## src/rtl/axis_rr_packet_arbiter_pkg.sv

```systemverilog
// Shared types and helpers for the round-robin packet arbiter and its picker.
package axis_rr_packet_arbiter_pkg;

  localparam int PKT_CNT_W = 16;

  typedef enum logic {
    IDLE = 1'b0,
    XFER = 1'b1
  } state_t;

  function automatic int clogb2(input int unsigned value);
    int unsigned v;
    int          res;
    v   = value - 1;
    res = 0;
    while (v > 0) begin
      res = res + 1;
      v   = v >> 1;
    end
    return res;
  endfunction

endpackage

```

## src/rtl/axis_rr_packet_arbiter_rr_pick.sv

```systemverilog
// Combinational round-robin selector: first set req bit after last_grant, one-hot out.
// Zero latency; no flow control of its own.
module rr_pick
  import axis_rr_packet_arbiter_pkg::*;
#(
  parameter int NUM_REQ = 4
) (
  input  logic [NUM_REQ-1:0]          req,
  input  logic [clogb2(NUM_REQ)-1:0]  last_grant,
  output logic [NUM_REQ-1:0]          grant
);

  localparam int GW = clogb2(NUM_REQ);

  logic [GW-1:0] idx;
  logic          found;

  always_comb begin
    grant = '0;
    found = 1'b0;
    idx   = last_grant;
    for (int k = 0; k < NUM_REQ; k++) begin
      idx = (idx == GW'(NUM_REQ - 1)) ? '0 : idx + 1'b1;
      if (!found && req[idx]) begin
        grant[idx] = 1'b1;
        found      = 1'b1;
      end
    end
  end

endmodule

```

## src/rtl/axis_rr_packet_arbiter.sv

```systemverilog
// Packet-granular round-robin AXIS arbiter: 1-cycle arbitration bubble, then pass-through
// until TLAST; sink TREADY goes straight to the granted requester only.
module axis_rr_packet_arbiter
  import axis_rr_packet_arbiter_pkg::*;
#(
  parameter int C_S_AXIS_TDATA_WIDTH = 32,
  parameter int NUM_REQ              = 4,
  parameter int MAX_PKT_BEATS        = 1024
) (
  input  logic                                  S_AXIS_ACLK,
  input  logic                                  S_AXIS_ARESETN,
  input  logic [NUM_REQ-1:0]                    S_AXIS_TVALID,
  output logic [NUM_REQ-1:0]                    S_AXIS_TREADY,
  input  logic [NUM_REQ*C_S_AXIS_TDATA_WIDTH-1:0]   S_AXIS_TDATA,
  input  logic [NUM_REQ*C_S_AXIS_TDATA_WIDTH/8-1:0] S_AXIS_TSTRB,
  input  logic [NUM_REQ-1:0]                    S_AXIS_TLAST,
  output logic                                  M_AXIS_TVALID,
  input  logic                                  M_AXIS_TREADY,
  output logic [C_S_AXIS_TDATA_WIDTH-1:0]       M_AXIS_TDATA,
  output logic [C_S_AXIS_TDATA_WIDTH/8-1:0]     M_AXIS_TSTRB,
  output logic                                  M_AXIS_TLAST,
  output logic [NUM_REQ-1:0]                    GRANT,
  output logic [NUM_REQ*PKT_CNT_W-1:0]          PKT_CNT,
  output logic [NUM_REQ-1:0]                    TRUNC_ERR
);

  localparam int W  = C_S_AXIS_TDATA_WIDTH;
  localparam int SW = W / 8;
  localparam int GW = clogb2(NUM_REQ);
  localparam int BW = (clogb2(MAX_PKT_BEATS) > 0) ? clogb2(MAX_PKT_BEATS) : 1;

  state_t                 state, state_nxt;
  logic [NUM_REQ-1:0]     grant_q, grant_nxt, pick;
  logic [GW-1:0]          gidx, gidx_nxt, last_grant, last_nxt, pick_idx;
  logic [BW-1:0]          beat_cnt, beat_nxt;
  logic [W-1:0]           dat_arr  [NUM_REQ];
  logic [SW-1:0]          strb_arr [NUM_REQ];
  logic [PKT_CNT_W-1:0]   pkt_cnt  [NUM_REQ];
  logic [NUM_REQ-1:0]     trunc_err;
  logic                   xfer, beat, done, wd_hit, trunc;

  for (genvar i = 0; i < NUM_REQ; i++) begin : g_slice
    assign dat_arr[i]                        = S_AXIS_TDATA[i*W +: W];
    assign strb_arr[i]                       = S_AXIS_TSTRB[i*SW +: SW];
    assign PKT_CNT[i*PKT_CNT_W +: PKT_CNT_W] = pkt_cnt[i];
  end

  rr_pick #(.NUM_REQ(NUM_REQ)) u_pick (
    .req        (S_AXIS_TVALID),
    .last_grant (last_grant),
    .grant      (pick)
  );

  always_comb begin
    pick_idx = '0;
    for (int i = 0; i < NUM_REQ; i++) begin
      if (pick[i]) pick_idx = GW'(i);
    end
  end

  // grant_q is only non-zero in XFER, so it doubles as the TREADY steering mask
  assign xfer          = (state == XFER);
  assign wd_hit        = (beat_cnt == BW'(MAX_PKT_BEATS - 1));
  assign M_AXIS_TVALID = xfer & S_AXIS_TVALID[gidx];
  assign M_AXIS_TDATA  = xfer ? dat_arr[gidx]  : '0;
  assign M_AXIS_TSTRB  = xfer ? strb_arr[gidx] : '0;
  assign M_AXIS_TLAST  = xfer & (S_AXIS_TLAST[gidx] | wd_hit);
  assign S_AXIS_TREADY = grant_q & {NUM_REQ{M_AXIS_TREADY}};
  assign GRANT         = grant_q;
  assign TRUNC_ERR     = trunc_err;

  assign beat  = M_AXIS_TVALID & M_AXIS_TREADY;
  assign done  = beat & M_AXIS_TLAST;
  assign trunc = done & ~S_AXIS_TLAST[gidx];

  always_comb begin
    state_nxt = state;
    grant_nxt = grant_q;
    gidx_nxt  = gidx;
    last_nxt  = last_grant;
    beat_nxt  = beat_cnt;
    case (state)
      IDLE: begin
        if (|S_AXIS_TVALID) begin
          state_nxt = XFER;
          grant_nxt = pick;
          gidx_nxt  = pick_idx;
        end
      end
      XFER: begin
        if (done) begin
          state_nxt = IDLE;
          grant_nxt = '0;
          last_nxt  = gidx;
          beat_nxt  = '0;
        end else if (beat) begin
          beat_nxt = beat_cnt + 1'b1;
        end
      end
      default: state_nxt = IDLE;
    endcase
  end

  always_ff @(posedge S_AXIS_ACLK or negedge S_AXIS_ARESETN) begin
    if (!S_AXIS_ARESETN) begin
      state      <= IDLE;
      grant_q    <= '0;
      gidx       <= '0;
      last_grant <= GW'(NUM_REQ - 1);
      beat_cnt   <= '0;
    end else begin
      state      <= state_nxt;
      grant_q    <= grant_nxt;
      gidx       <= gidx_nxt;
      last_grant <= last_nxt;
      beat_cnt   <= beat_nxt;
    end
  end

  always_ff @(posedge S_AXIS_ACLK or negedge S_AXIS_ARESETN) begin
    if (!S_AXIS_ARESETN) begin
      for (int i = 0; i < NUM_REQ; i++) pkt_cnt[i] <= '0;
      trunc_err <= '0;
    end else begin
      if (done)  pkt_cnt[gidx]   <= pkt_cnt[gidx] + 1'b1;
      if (trunc) trunc_err[gidx] <= 1'b1;
    end
  end

endmodule

```

## config.mk

```make
export PLATFORM = sky130hd
export DESIGN_NAME = axis_rr_packet_arbiter
export DESIGN_NICKNAME = d
export VERILOG_FILES = /design/src/rtl/axis_rr_packet_arbiter_pkg.sv /design/src/rtl/axis_rr_packet_arbiter_rr_pick.sv /design/src/rtl/axis_rr_packet_arbiter.sv
export SDC_FILE = /design/constraint.sdc
export NUM_CORES = 1
export LEC_CHECK = 0
export ABC_AREA = 1
export CAP_MARGIN = 0
export CORE_UTILIZATION = 40
export CTS_CLUSTER_DIAMETER = 150
export DETAILED_ROUTE_END_ITERATION = 7
export GPL_ROUTABILITY_DRIVEN = 1
export PLACE_DENSITY_LB_ADDON = 0.08
export SLEW_MARGIN = 20
export SYNTH_ARGS = -nofsm -noshare
export SYNTH_HDL_FRONTEND = slang
export SYNTH_SLANG_ARGS = --single-unit
export TNS_END_PERCENT = 10
```

## constraint.sdc

```tcl
create_clock -name S_AXIS_ACLK -period 4 [get_ports S_AXIS_ACLK]
set_clock_uncertainty 0.2 [all_clocks]
set_input_delay 0.6 -clock S_AXIS_ACLK [delete_from_list [all_inputs] [get_ports S_AXIS_ACLK]]
set_output_delay 0.6 -clock S_AXIS_ACLK [all_outputs]
set_load 0.005 [all_outputs]
```

==> impl_metrics.py <==
metrics = {
    "pwr": {
        "powerDensity_nw_per_um2": 588,
        "ir_drop_uv": 414,
        "switching_share_pct": 43.2,
        "seqPwrFrac_pct": 23.7,
        "p_int_uw": 3000,
        "p_leak_uw": 0.00427,
        "p_total_uw": 5290,
        "switchingPower_uw": 2290,
        "power_frac_comb_pct": 59.3,
        "pwr-share-clk_pct": 17.0,
    },
    "timing": {
        "setup_violations": 0,
        "finalHoldViolations": 0,
        "worst_slack_ns": 0.377,
        "max_slew_margin_pct": 41.8,
        "fin_setup_tns_ns": 0,
        "fin_crit_sh_pct": 90.6,
        "drv_slew": 0,
        "rsz0062_at_grt": "false",
        "period_minus_slack_ns": 3.62,
        "worst_pin_slew_ns": 0.873,
        "clock.fmax_mhz": 276,
    },
    "global_route": {
        "grt_pass1_vias": 6432,
        "use_met2_pct": 49.6,
        "grt_pass1_wl_mm": 34.0,
        "use_met3_pct": 4.74,
        "gr-total-overflow": 0,
        "grtUsageTotal_pct": 29.3,
        "grt_use_met1_pct": 38.0,
        "grt_start_max_net_pins": 69,
        "busiest_layer": "met2",
        "antenna_found_initial": 0,
    },
    "synth": {
        "synth_xor_area_share_pct": 1.48,
        "synth_compound_area_share_pct": 16.5,
        "synthCells": 841,
        "syn_nets": 1005,
        "syn_area_um2": 5820,
        "synthMuxAreaShare_pct": 0,
        "synth_top_cell_area_share_pct": 36.6,
        "ys_ff_latch": 87,
        "avgSynthCellArea_um2": 6.92,
        "synth-main-ff-cell": "dfrtp_1",
        "synth-simple-area-share_pct": 35.4,
        "synth_fa_ha_area_share_pct": 1.94,
        "yosysWarnings": 0,
        "yosysSeqAreaShare_pct": 37.5,
        "async_flop_share_pct": 100,
        "synthTopCellsByArea": "dfrtp_1, nand2_1, a22oi_1",
        "synth-edff-count": 0,
        "synth_top_family_by_area": "simple AND/OR/NAND/NOR gates",
        "synthDistinctLibCells": 34,
        "synth_top_area_cell": "dfrtp_1",
    },
    "job": {
        "drv_cap": 0,
    },
    "worst_setup_path": {
        "crit_path_max_fanout": 26,
        "start_kind": "flip-flop",
        "critPathRequiredTime_ns": 3.20,
        "worstPathCellList": "nand2_2 -> inv_2 -> buf_12 -> a22oi_1 -> a21oi_1 -> clkdlybuf4s50_1",
        "end_kind": "primary output",
        "ff2ff_path_depth": 11,
        "worstPathArrival_ns": 2.82,
        "critical_path_class": "flip-flop to primary output",
        "reg2reg_slack_ns": 0.70,
        "crit-reg2reg-launch": "gidx[0]",
        "timing.rr.end": "PKT_CNT[32]",
        "slowest_delay_ns": 0.69,
        "critPathSlowestCell": "dfrtp_1",
    },
    "place": {
        "port_buffers": 268,
        "gp_congestion": 0.908,
        "place_inst": 1265,
        "place_hpwl_mm": 16.4,
        "place_ws_ns": 0.727,
    },
    "finish": {
        "final_core_utilization_pct": 64.0,
        "final_layout_size_suffix_gt1_share_pct": 5.45,
        "antennaDiodeCount": 0,
        "layout_commonest_cell": "nand2_1",
        "area_growth_pct": 54.5,
        "nets": 1260,
        "fin_cells": 1281,
        "layout_common_cells": "nand2_1, clkdlybuf4s50_1, dfrtp_1",
    },
    "clock_tree": {
        "cts_sinks": 87,
        "cts_buffer_depth": 2,
        "cts.clk_slew.worst_paths_ns": 0.07,
        "htree_levels": 3,
        "cts_tree": "yes",
        "cts_root_buf": "clkbuf_16",
        "cts_buffers": 9,
        "cts-resized-gates": 0,
        "post_cts_buffers": 0,
        "postCtsHoldBufs": 0,
        "clock_latency_ns": 0.35,
    },
    "outcome": {
        "outcome": "completed",
    },
    "floorplan": {
        "ios": 269,
        "die_x_um": 123,
        "dieArea_um2": 15000,
        "num_rows": 43,
        "start_util_pct": 41.4,
        "coreArea_um2": 14000,
        "die_y_um": 123,
    },
    "routing": {
        "via_per_inst": 5.31,
        "drt_wl_total_mm": 22.4,
        "drtAntennaViolNets": 0,
        "dr.pass1.iters": 5,
        "wl_per_cell_um": 17.5,
        "first_iter_violations": 527,
        "drc": 0,
        "vias": 6799,
    },
    "hold_path": {
        "hold_path_class": "primary input to asynchronous set/reset pin",
    },
}
## synthesized netlist by cell type (3+ instances only)
cell type    n
nand2_2      5
inv_1       52
nor2_2       7
nor2_8       4
buf_6        3
xor2_1       8
ha_1         9
buf_1       10
buf_2       12
nand3_1     59
nand4_1     12
o21ai_0     23
inv_2        8
o21bai_1     4
dfrtp_1     85
nand2_1    346
a22oi_1     74
buf_4        5
clkbuf_1     6
nor2_1      51
a21oi_1     43
## cells by family after synthesis
logic type / after synthesis
AOI/OAI and AO/OA: 150
xor gates and xnor gates: 9
adders and majority gates: 9
buffers and inverters: 97
DFF: 87
and+or+nand+nor: 489
## per-layer routing
layer	up-vias	wire length, um
li1	3281	-
met3	40	1740
met1	3199	9240
met5	-	0
met4	0	516
met2	279	10900
## state kept, by name, indices dropped and copies added, names as in the netlist
| register | cells |
|---|---|
| GRANT | 4 |
| PKT_CNT | 64 |
| TRUNC_ERR | 4 |
| beat_cnt | 10 |
| gidx | 2 |
| last_grant | 2 |
| state | 1 |
## per-stage QoR
| step | hold WS [ns] | cell area, um2 |
|---|---|---|
| 2_1_floorplan | 0.104 | 5820 |
| 3_3_place_gp | 0.264 | 8680 |
| 3_5_place_dp | 0.261 | 8680 |
| 4_1_cts | 0.201 | 8990 |
| 5_1_grt | 0.242 | 8990 |
| 6_report | 0.157 | 8990 |
## power groups by stage
| stage | Clock, uW | Sequential [uW] | Combinational, uW |
|---|---|---|---|
| after CTS | 909 | 1250 | 3130 |
| after global routing | 946 | 1280 | 3430 |
| final | 900 | 1250 | 3140 |
| after global placement | 0 | 1270 | 3100 |
| after floorplan | 0 | 1200 | 1650 |
| after detailed placement | 0 | 1270 | 3110 |
## worst max-delay path, delay by kind of cell (launching register included)
family,cells,cell delay (ns)
compound gates,2,0.30
buf+inv,3,1.25
simple gates,1,0.23
flops,1,0.69
## worst max path at each step
stage | cells after the start | endpoint | startpoint
floorplan | 7 | M_AXIS_TDATA[10] | gidx[1]
global placement | 6 | M_AXIS_TDATA[7] | gidx[0]
detailed placement | 11 | PKT_CNT[32] | gidx[0]
CTS | 6 | M_AXIS_TDATA[7] | gidx[0]
global route | 6 | M_AXIS_TDATA[31] | gidx[0]
finish | 6 | M_AXIS_TDATA[7] | gidx[0]
## area by class of cell
cell class | count | area [um2]
fill | 1292 | 5050
clock buffer | 9 | 225
sequential | 87 | 2180
inverter | 61 | 229
clock inverter | 7 | 86.3
multi-input combinational | 657 | 3230
tap | 180 | 225
timing repair buffer | 280 | 2810
No activity file was read; power rests on OpenSTA's default activity.
